[src/rtl/rv32i_regfile_if.sv]
// Operand/write bus between issue logic and the integer register file.
// The master side is the issue/writeback logic and the slave side is the register file.
interface rv32i_regfile_if #(
    parameter int XPR_LEN    = 32,
    parameter int REG_ADDR_W = 5
) ();
    logic [REG_ADDR_W-1:0] ra1;
    logic [XPR_LEN-1:0]    rd1;
    logic [REG_ADDR_W-1:0] ra2;
    logic [XPR_LEN-1:0]    rd2;
    logic                  we;
    logic [REG_ADDR_W-1:0] wa;
    logic [XPR_LEN-1:0]    wd;
    logic                  busy_set;
    logic [REG_ADDR_W-1:0] busy_addr;
    logic                  rs1_ready;
    logic                  rs2_ready;

    modport master (
        output ra1, ra2, we, wa, wd, busy_set, busy_addr,
        input  rd1, rd2, rs1_ready, rs2_ready
    );

    modport slave (
        input  ra1, ra2, we, wa, wd, busy_set, busy_addr,
        output rd1, rd2, rs1_ready, rs2_ready
    );
endinterface

[src/rtl/rv32i_regfile.sv]
// RV32I integer register file: two bypassed combinational read ports, one write port,
// and a per-register busy scoreboard that tracks pending long-latency writes.
module rv32i_regfile #(
    parameter int XPR_LEN    = 32,
    parameter int REG_ADDR_W = 5
) (
    input  logic            clk,
    input  logic            rst_n,
    rv32i_regfile_if.slave  rf
);
    localparam int NREGS = 2 ** REG_ADDR_W;

    logic [XPR_LEN-1:0] regs_reg [NREGS];
    logic [NREGS-1:0]   busy_reg;
    logic [NREGS-1:0]   busy_next;
    logic               wr_en;

    // x0 is never written, so its storage stays at its reset value of zero.
    assign wr_en = rf.we && (rf.wa != '0);

    // A new busy_set beats the clear from a retiring write to the same register.
    generate
        for (genvar gi = 0; gi < NREGS; gi++) begin : g_busy
            if (gi == 0) begin : g_x0
                assign busy_next[gi] = 1'b0;
            end else begin : g_xn
                assign busy_next[gi] =
                    (rf.busy_set && (rf.busy_addr == REG_ADDR_W'(gi))) ||
                    (busy_reg[gi] && !(wr_en && (rf.wa == REG_ADDR_W'(gi))));
            end
        end
    endgenerate

    always_ff @(posedge clk or negedge rst_n) begin
        if (!rst_n) begin
            for (int i = 0; i < NREGS; i++) begin
                regs_reg[i] <= '0;
            end
            busy_reg <= '0;
        end else begin
            busy_reg <= busy_next;
            if (wr_en) begin
                regs_reg[rf.wa] <= rf.wd;
            end
        end
    end

    assign rf.rd1 = (rf.ra1 == '0)                 ? '0    :
                    (wr_en && (rf.wa == rf.ra1))   ? rf.wd :
                                                     regs_reg[rf.ra1];
    assign rf.rd2 = (rf.ra2 == '0)                 ? '0    :
                    (wr_en && (rf.wa == rf.ra2))   ? rf.wd :
                                                     regs_reg[rf.ra2];

    // A write retiring this cycle satisfies the consumer even though busy is still set.
    assign rf.rs1_ready = (rf.ra1 == '0) || (wr_en && (rf.wa == rf.ra1)) || !busy_reg[rf.ra1];
    assign rf.rs2_ready = (rf.ra2 == '0) || (wr_en && (rf.wa == rf.ra2)) || !busy_reg[rf.ra2];
endmodule

[src/flat_wrapper.sv]
// flat-port wrapper written by rule: the top's interface ports become plain ports
module rv32i_regfile_flat 
#(
    parameter int XPR_LEN    = 32,
    parameter int REG_ADDR_W = 5
)
  (clk, rst_n, rf_ra1, rf_ra2, rf_we, rf_wa, rf_wd, rf_busy_set, rf_busy_addr, rf_rd1, rf_rd2, rf_rs1_ready, rf_rs2_ready);
  rv32i_regfile_if #(.XPR_LEN(XPR_LEN), .REG_ADDR_W(REG_ADDR_W)) rf_i ();
  input  logic clk;
  input  logic rst_n;
  input wire logic [$bits(rf_i.ra1)-1:0] rf_ra1;
  input wire logic [$bits(rf_i.ra2)-1:0] rf_ra2;
  input wire logic [$bits(rf_i.we)-1:0] rf_we;
  input wire logic [$bits(rf_i.wa)-1:0] rf_wa;
  input wire logic [$bits(rf_i.wd)-1:0] rf_wd;
  input wire logic [$bits(rf_i.busy_set)-1:0] rf_busy_set;
  input wire logic [$bits(rf_i.busy_addr)-1:0] rf_busy_addr;
  output wire logic [$bits(rf_i.rd1)-1:0] rf_rd1;
  output wire logic [$bits(rf_i.rd2)-1:0] rf_rd2;
  output wire logic [$bits(rf_i.rs1_ready)-1:0] rf_rs1_ready;
  output wire logic [$bits(rf_i.rs2_ready)-1:0] rf_rs2_ready;
  assign rf_i.ra1 = rf_ra1;
  assign rf_i.ra2 = rf_ra2;
  assign rf_i.we = rf_we;
  assign rf_i.wa = rf_wa;
  assign rf_i.wd = rf_wd;
  assign rf_i.busy_set = rf_busy_set;
  assign rf_i.busy_addr = rf_busy_addr;
  assign rf_rd1 = rf_i.rd1;
  assign rf_rd2 = rf_i.rd2;
  assign rf_rs1_ready = rf_i.rs1_ready;
  assign rf_rs2_ready = rf_i.rs2_ready;
  rv32i_regfile #(.XPR_LEN(XPR_LEN), .REG_ADDR_W(REG_ADDR_W)) u_core (.clk(clk), .rst_n(rst_n), .rf(rf_i));
endmodule
[config.mk]
export PLATFORM = sky130hd
export DESIGN_NAME = rv32i_regfile_flat
export DESIGN_NICKNAME = d
export VERILOG_FILES = /design/src/rtl/rv32i_regfile_if.sv /design/src/rtl/rv32i_regfile.sv /design/src/flat_wrapper.sv
export SDC_FILE = /design/constraint.sdc
export NUM_CORES = 2
export LEC_CHECK = 0
export ABC_CLOCK_PERIOD_IN_PS = 2700
export CORE_MARGIN = 5
export CORE_UTILIZATION = 30
export DETAILED_ROUTE_END_ITERATION = 7
export HOLD_SLACK_MARGIN = 0.08
export PLACE_DENSITY = 0.48
export SYNTH_ARGS = -nofsm -noshare
export SYNTH_HDL_FRONTEND = slang
export SYNTH_SLANG_ARGS = --single-unit
export TNS_END_PERCENT = 30
[constraint.sdc]
create_clock -name clk -period 2.7 [get_ports clk]
set_input_delay 0.54 -clock clk [delete_from_list [all_inputs] [get_ports clk]]
set_output_delay 0.54 -clock clk [all_outputs]
set_load 0.05 [all_outputs]
==> After elaboration in Yosys (flattened, before gate mapping) <==
Cells that the tools add are included.
{ "word_totals": {"out_inout_bits": 66, "elab_cells": 291, "inputBits": 56, "reg_bits": 1055} }
{ "classes": {"n_lt_le_gt_ge": 6, "n_eq_ne": 64, "reduce_logical": 168, "n_bitwise": 3, "n_mux": 17} }
{ "ops": {"columns": ["op", "n"], "rows": [
  ["bitwise mux 1024 bit", 1],
  ["binary-select mux 32 bit (select 5 bit)", 2],
  ["two-way mux 32 bit", 9],
  ["demux 32 bit (select 5 bit)", 1],
  ["== test 5 bit (second input constant)", 32],
  ["logical AND 1 bit", 97],
  ["== test 5 x 4 -> 1 bit (second input constant)", 16],
  ["== test 5 x 3 -> 1 bit (second input constant)", 8],
  ["logical OR 1 bit", 35],
  ["zero test 1 bit", 33],
  ["== test 5 x 2 -> 1 bit (second input constant)", 4],
  [">= comparator 6 bit (second input constant)", 3],
  ["inverter 5 -> 6 bit", 3],
  ["less-than comparator 5 x 6 -> 1 bit (second input constant)", 2],
  ["binary-select mux 1 bit (select 5 bit)", 2],
  ["== test 5 x 1 -> 1 bit (second input constant)", 2],
  ["== test 5 bit", 2],
  ["zero test 5 bit", 2],
  ["less-than comparator 6 x 1 -> 1 bit (second input constant)", 1],
  ["nonzero test 5 bit", 1],
  ["two-way mux 1 bit", 2]
]} }

==> Longest topological paths before layout <==
{ "depth": {"word_depth": 6, "mapped_depth": 9} }

==> Least setup slack after synthesis <==
No wires, ideal clock.
{ "synth_timing": {"kind": "in2out", "startpoint": "in rf_ra1[0]", "endpoint": "out rf_rs1_ready", "arrival_time_ns": 2.765, "cell_stages": 5, "t_required_ns": 2.160, "path_slack_ns": -0.605, "cell_sequence": "buf_4 buf_2 mux4_2 mux4_2 a31oi_1"} }
{ "synth_between": {"elab_chain_len": 4, "word_cells_on_any_way": 8} }
{ "synth_lines": {"columns": ["item", "line_no", "rtl"], "rows": [
  ["start, declared", "flat_wrapper.sv:11", "input wire logic [$bits(rf_i.ra1)-1:0] rf_ra1;"],
  ["binary-select mux 1 bit (select 5 bit) or == test 5 bit (tied branches)", "rv32i_regfile.sv:56", "assign rf.rs1_ready = (rf.ra1 == '0) || (wr_en && (rf.wa == rf.ra1)) || !busy_reg[rf.ra1];"],
  ["two-way mux 1 bit (implied by the code) or logical AND 1 bit (tied branches)", "rv32i_regfile.sv:56", null],
  ["zero test 1 bit or logical OR 1 bit (tied branches)", "rv32i_regfile.sv:56", null],
  ["logical OR 1 bit (*)", "rv32i_regfile.sv:56", null],
  ["end, declared", "flat_wrapper.sv:20", "output wire logic [$bits(rf_i.rs1_ready)-1:0] rf_rs1_ready;"]
]} }
Mark *: on every way between the ends. The rest lies on a longest branch, timed or not. The select of a mux whose other input is x is not followed.

==> Worst setup path after layout <==
{ "layout_timing": {"startpoint": "reg u_core.busy_reg[11]", "endpoint": "out rf_rs1_ready"} }
{ "layout_between": {"elab_chain_len": 4} }
{ "layout_lines": {"columns": ["item", "line_no", "rtl"], "rows": [
  ["start, declared", "rv32i_regfile.sv:14", "logic [NREGS-1:0] busy_reg;"],
  ["start signal, assigned", "rv32i_regfile.sv:41", "busy_reg <= busy_next;"],
  ["binary-select mux 1 bit (select 5 bit)", "rv32i_regfile.sv:56", null],
  ["two-way mux 1 bit (implied by the code)", "rv32i_regfile.sv:56", null],
  ["zero test 1 bit", "rv32i_regfile.sv:56", null],
  ["logical OR 1 bit", "rv32i_regfile.sv:56", null]
]} }
Every way passes these cells. The select of a mux whose other input is x is not followed.

==> impl_metrics.json <==
{
  "status": "finished with violations",
  "violations": "negative setup slack",
  "drt.antenna.violating_nets": 0,
  "drt-pass1-iter-count": 5,
  "yosysTopAreaCellShare_pct": 46.9,
  "fp-row-count": 159,
  "die_h_um": 443,
  "ir_drop_mv": 0.521,
  "power.share.clock_pct": 33.2,
  "maxSlewViolCount": 0,
  "rsz0062_at_grt": "true",
  "crit_arrival_ns": 2.91,
  "mostFrequentLayoutCell": "dfrtp_1",
  "synth_area_leader_cell": "dfrtp_1",
  "syn-mean-instance-area_um2": 14.8,
  "gr-usage-met2_pct": 36.9,
  "worstMarginPinSlew_ns": 0.728,
  "end_kind": "output port",
  "grt-busiest-layer": "met2",
  "antenna_found_initial": 8,
  "start_util_pct": 30.1,
  "slew_headroom_pct": 51.5,
  "p_per_area_nw_per_um2": 693,
  "crit_required_ns": 2.16,
  "hold_path.class": "input pin to async pin",
  "yosysWarnings": 0,
  "grt_max_degree": 72,
  "nets": 4407,
  "whs_ns": 0.289,
  "cts_max_level": 3,
  "synthTopCellsByArea": "dfrtp_1 47%, mux2_2 20%, mux4_2 18%",
  "max_freq_ghz": 0.290,
  "worstSkewPairLatency_ns": 0.75,
  "wl_per_cell_um": 33.5,
  "ctsRootBufferMaster": "clkbuf_16",
  "drt-initial-drc-count": 3696,
  "grt_pass1_wl_um": 326000,
  "ioPinCount": 122,
  "path_clk_slew_ns": 0.06,
  "post-route-drc-count": 0,
  "grt_pass1_vias": 40400,
  "grt_usage_pct": 23.0,
  "final.setup_skew_ns": 0,
  "netlist_area_um2": 56300,
  "layout_common_cells": "1055 x dfrtp_1, 992 x mux2_2, 470 x buf_4, 438 x mux4_2, 241 x mux2i_1",
  "crit_path_cell_trace": "buf_6, mux4_2, mux4_2, a31oi_4, buf_12, buf_12",
  "wl_um": 232000,
  "port_buffers": 121,
  "finalPower_w": 0.0514,
  "hold_viol": 0,
  "synth_edf_count": 0,
  "finalCriticalPeriod_ns": 3.45,
  "drive_gt1_share_pct": 62.4,
  "async_reset_ff_share_pct": 100,
  "synth.distinct_cells": 47,
  "fin_setup_tns_ns": -28.09,
  "grt.overflow.total": 0,
  "cellInternalPower_w": 0.0361,
  "setup_viol": 66,
  "use_met3_pct": 3.23,
  "vias": 39400,
  "die_area_um2": 197000,
  "power_switching_w": 0.0152,
  "swShare_pct": 29.6,
  "slowest_delay_ns": 0.62,
  "ys.flop_type": "dfrtp_1",
  "hpwl_um": 157000,
  "coreArea_um2": 187000,
  "crit_type": "flip-flop to output port",
  "worst-path-max-fanout": 2,
  "dpl.cell_count": 6608,
  "areaGrowthSynthToFinish_pct": 31.5,
  "viasPerCell": 5.68,
  "cts_tree": "built",
  "die_x_um": 443,
  "clock_sinks": 1055,
  "max-cap-violations": 0,
  "cpMaxStageDelayCell": "mux4_2",
  "clock_path_buffers": 3,
  "fin_ws_ns": -0.751,
  "cts_buffers": 119,
  "p_leak_nw": 32.2,
  "start_kind": "flip-flop",
  "pre_cts_slack_ns": -1.22,
  "layoutNonFillerInstCount": 6947,
  "syn_inst": 3805,
  "largest_reg_flops": 1024,
  "synth_fp_nets": 3861,
  "combPwrFrac_pct": 25.7,
  "met1_usage_pct": 32.0,
  "seqPwrFrac_pct": 41.1,
  "ys_seq_area_share_pct": 46.9,
  "gp_congestion": 0.871,
  "synth-seq-cells": 1055,
  "min_period_over_period_pct": 128
}
## cell type report
| cell class | count | area, µm² |
|---|---|---|
| clock buffers | 177 | 3480 |
| fillers | 17200 | 113000 |
| clock inverters | 41 | 571 |
| flip-flops and latches | 1055 | 26400 |
| diodes | 4 | 10.0 |
| well taps | 2495 | 3120 |
| multi-input cells | 2310 | 29900 |
| inverters | 3 | 11.3 |
| repair buffers | 862 | 10600 |
## critical path, delay by kind of cell, from the launching register on
family	cells	cell delay [ns]
AOI/OAI and AO/OA	1	0.25
DFF	1	0.40
muxes	2	1.08
buffers and inverters	3	0.41
## synthesized netlist by cell type (5+ instances only)
cell type  number
a211oi_1       60
a21oi_1        60
a22o_1         72
a22oi_1       125
a32o_1          6
buf_1          75
buf_2         152
buf_4          45
clkbuf_1      165
dfrtp_1      1055
mux2_2        993
mux2i_1       281
mux4_2        438
nand2_1        40
nand2b_1        6
nand3_1        10
nand3b_1        5
nand4b_1        5
nor2_1         24
nor2b_1        14
nor3_1          7
o21ai_0        27
o221ai_1       29
o22ai_1        60
xor2_1          6
## repair_timing
item	CTS	global route
gates resized for setup	328	161
cloned	12	7
endpoints found under the hold margin	189	0
pin swaps	77	67
endpoints found under the setup margin	66	66
hold buffers	1	0
buffers inserted	61	64
## per-layer routing
| layer | share of wire [%] | routed length, µm |
|---|---|---|
| met2 | 47 | 110000 |
| met3 | 5.4 | 12500 |
| met4 | 3.8 | 8930 |
| met1 | 43 | 101000 |
| met5 | 0.011 | 26 |
## path summary, 6_finish.rpt
check | from | to | slack [ns] | depth (start not counted)
worst max-delay path | u_core.busy_reg[11] | rf_rs1_ready | -0.75 | 6
worst min-delay path | rst_n | u_core.regs_reg[345] | 0.29 | 2
worst max register to register | u_core.regs_reg[905] | u_core.regs_reg[905] | 1.79 | 2
worst min register to register | u_core.regs_reg[1021] | u_core.regs_reg[1021] | 0.39 | 0
max in group asynchronous | rst_n | u_core.regs_reg[900] | 1.43 | 4
min in group clk | u_core.regs_reg[1021] | u_core.regs_reg[1021] | 0.39 | 0
## per-stage QoR
step                      util, %  area [µm²]
after floorplan                 -       56600
after global placement       35.5       66500
after detailed placement     35.5       66500
after CTS                    38.9       72800
after global routing         39.6       74100
final                        39.6       74100
## power groups by stage
stage	logic (W)	clock network [W]	registers [W]
2_1_floorplan	0.00775	0	0.0204
3_3_place_gp	0.0120	0	0.0211
3_5_place_dp	0.0121	0	0.0212
4_1_cts	0.0128	0.0174	0.0210
5_1_grt	0.0139	0.0180	0.0214
6_report	0.0132	0.0171	0.0211
## cells by family after synthesis
group | after synthesis | synth area share, %
AO/OA/AOI/OAI | 453 | 5.78
XOR/XNOR | 10 | 0.155
buffers and inverters | 440 | 3.57
flip-flops | 1055 | 46.9
multiplexers | 1714 | 42.4
AND/OR/NAND/NOR | 133 | 1.25
Note: power is estimated with default switching activity, not from simulation.
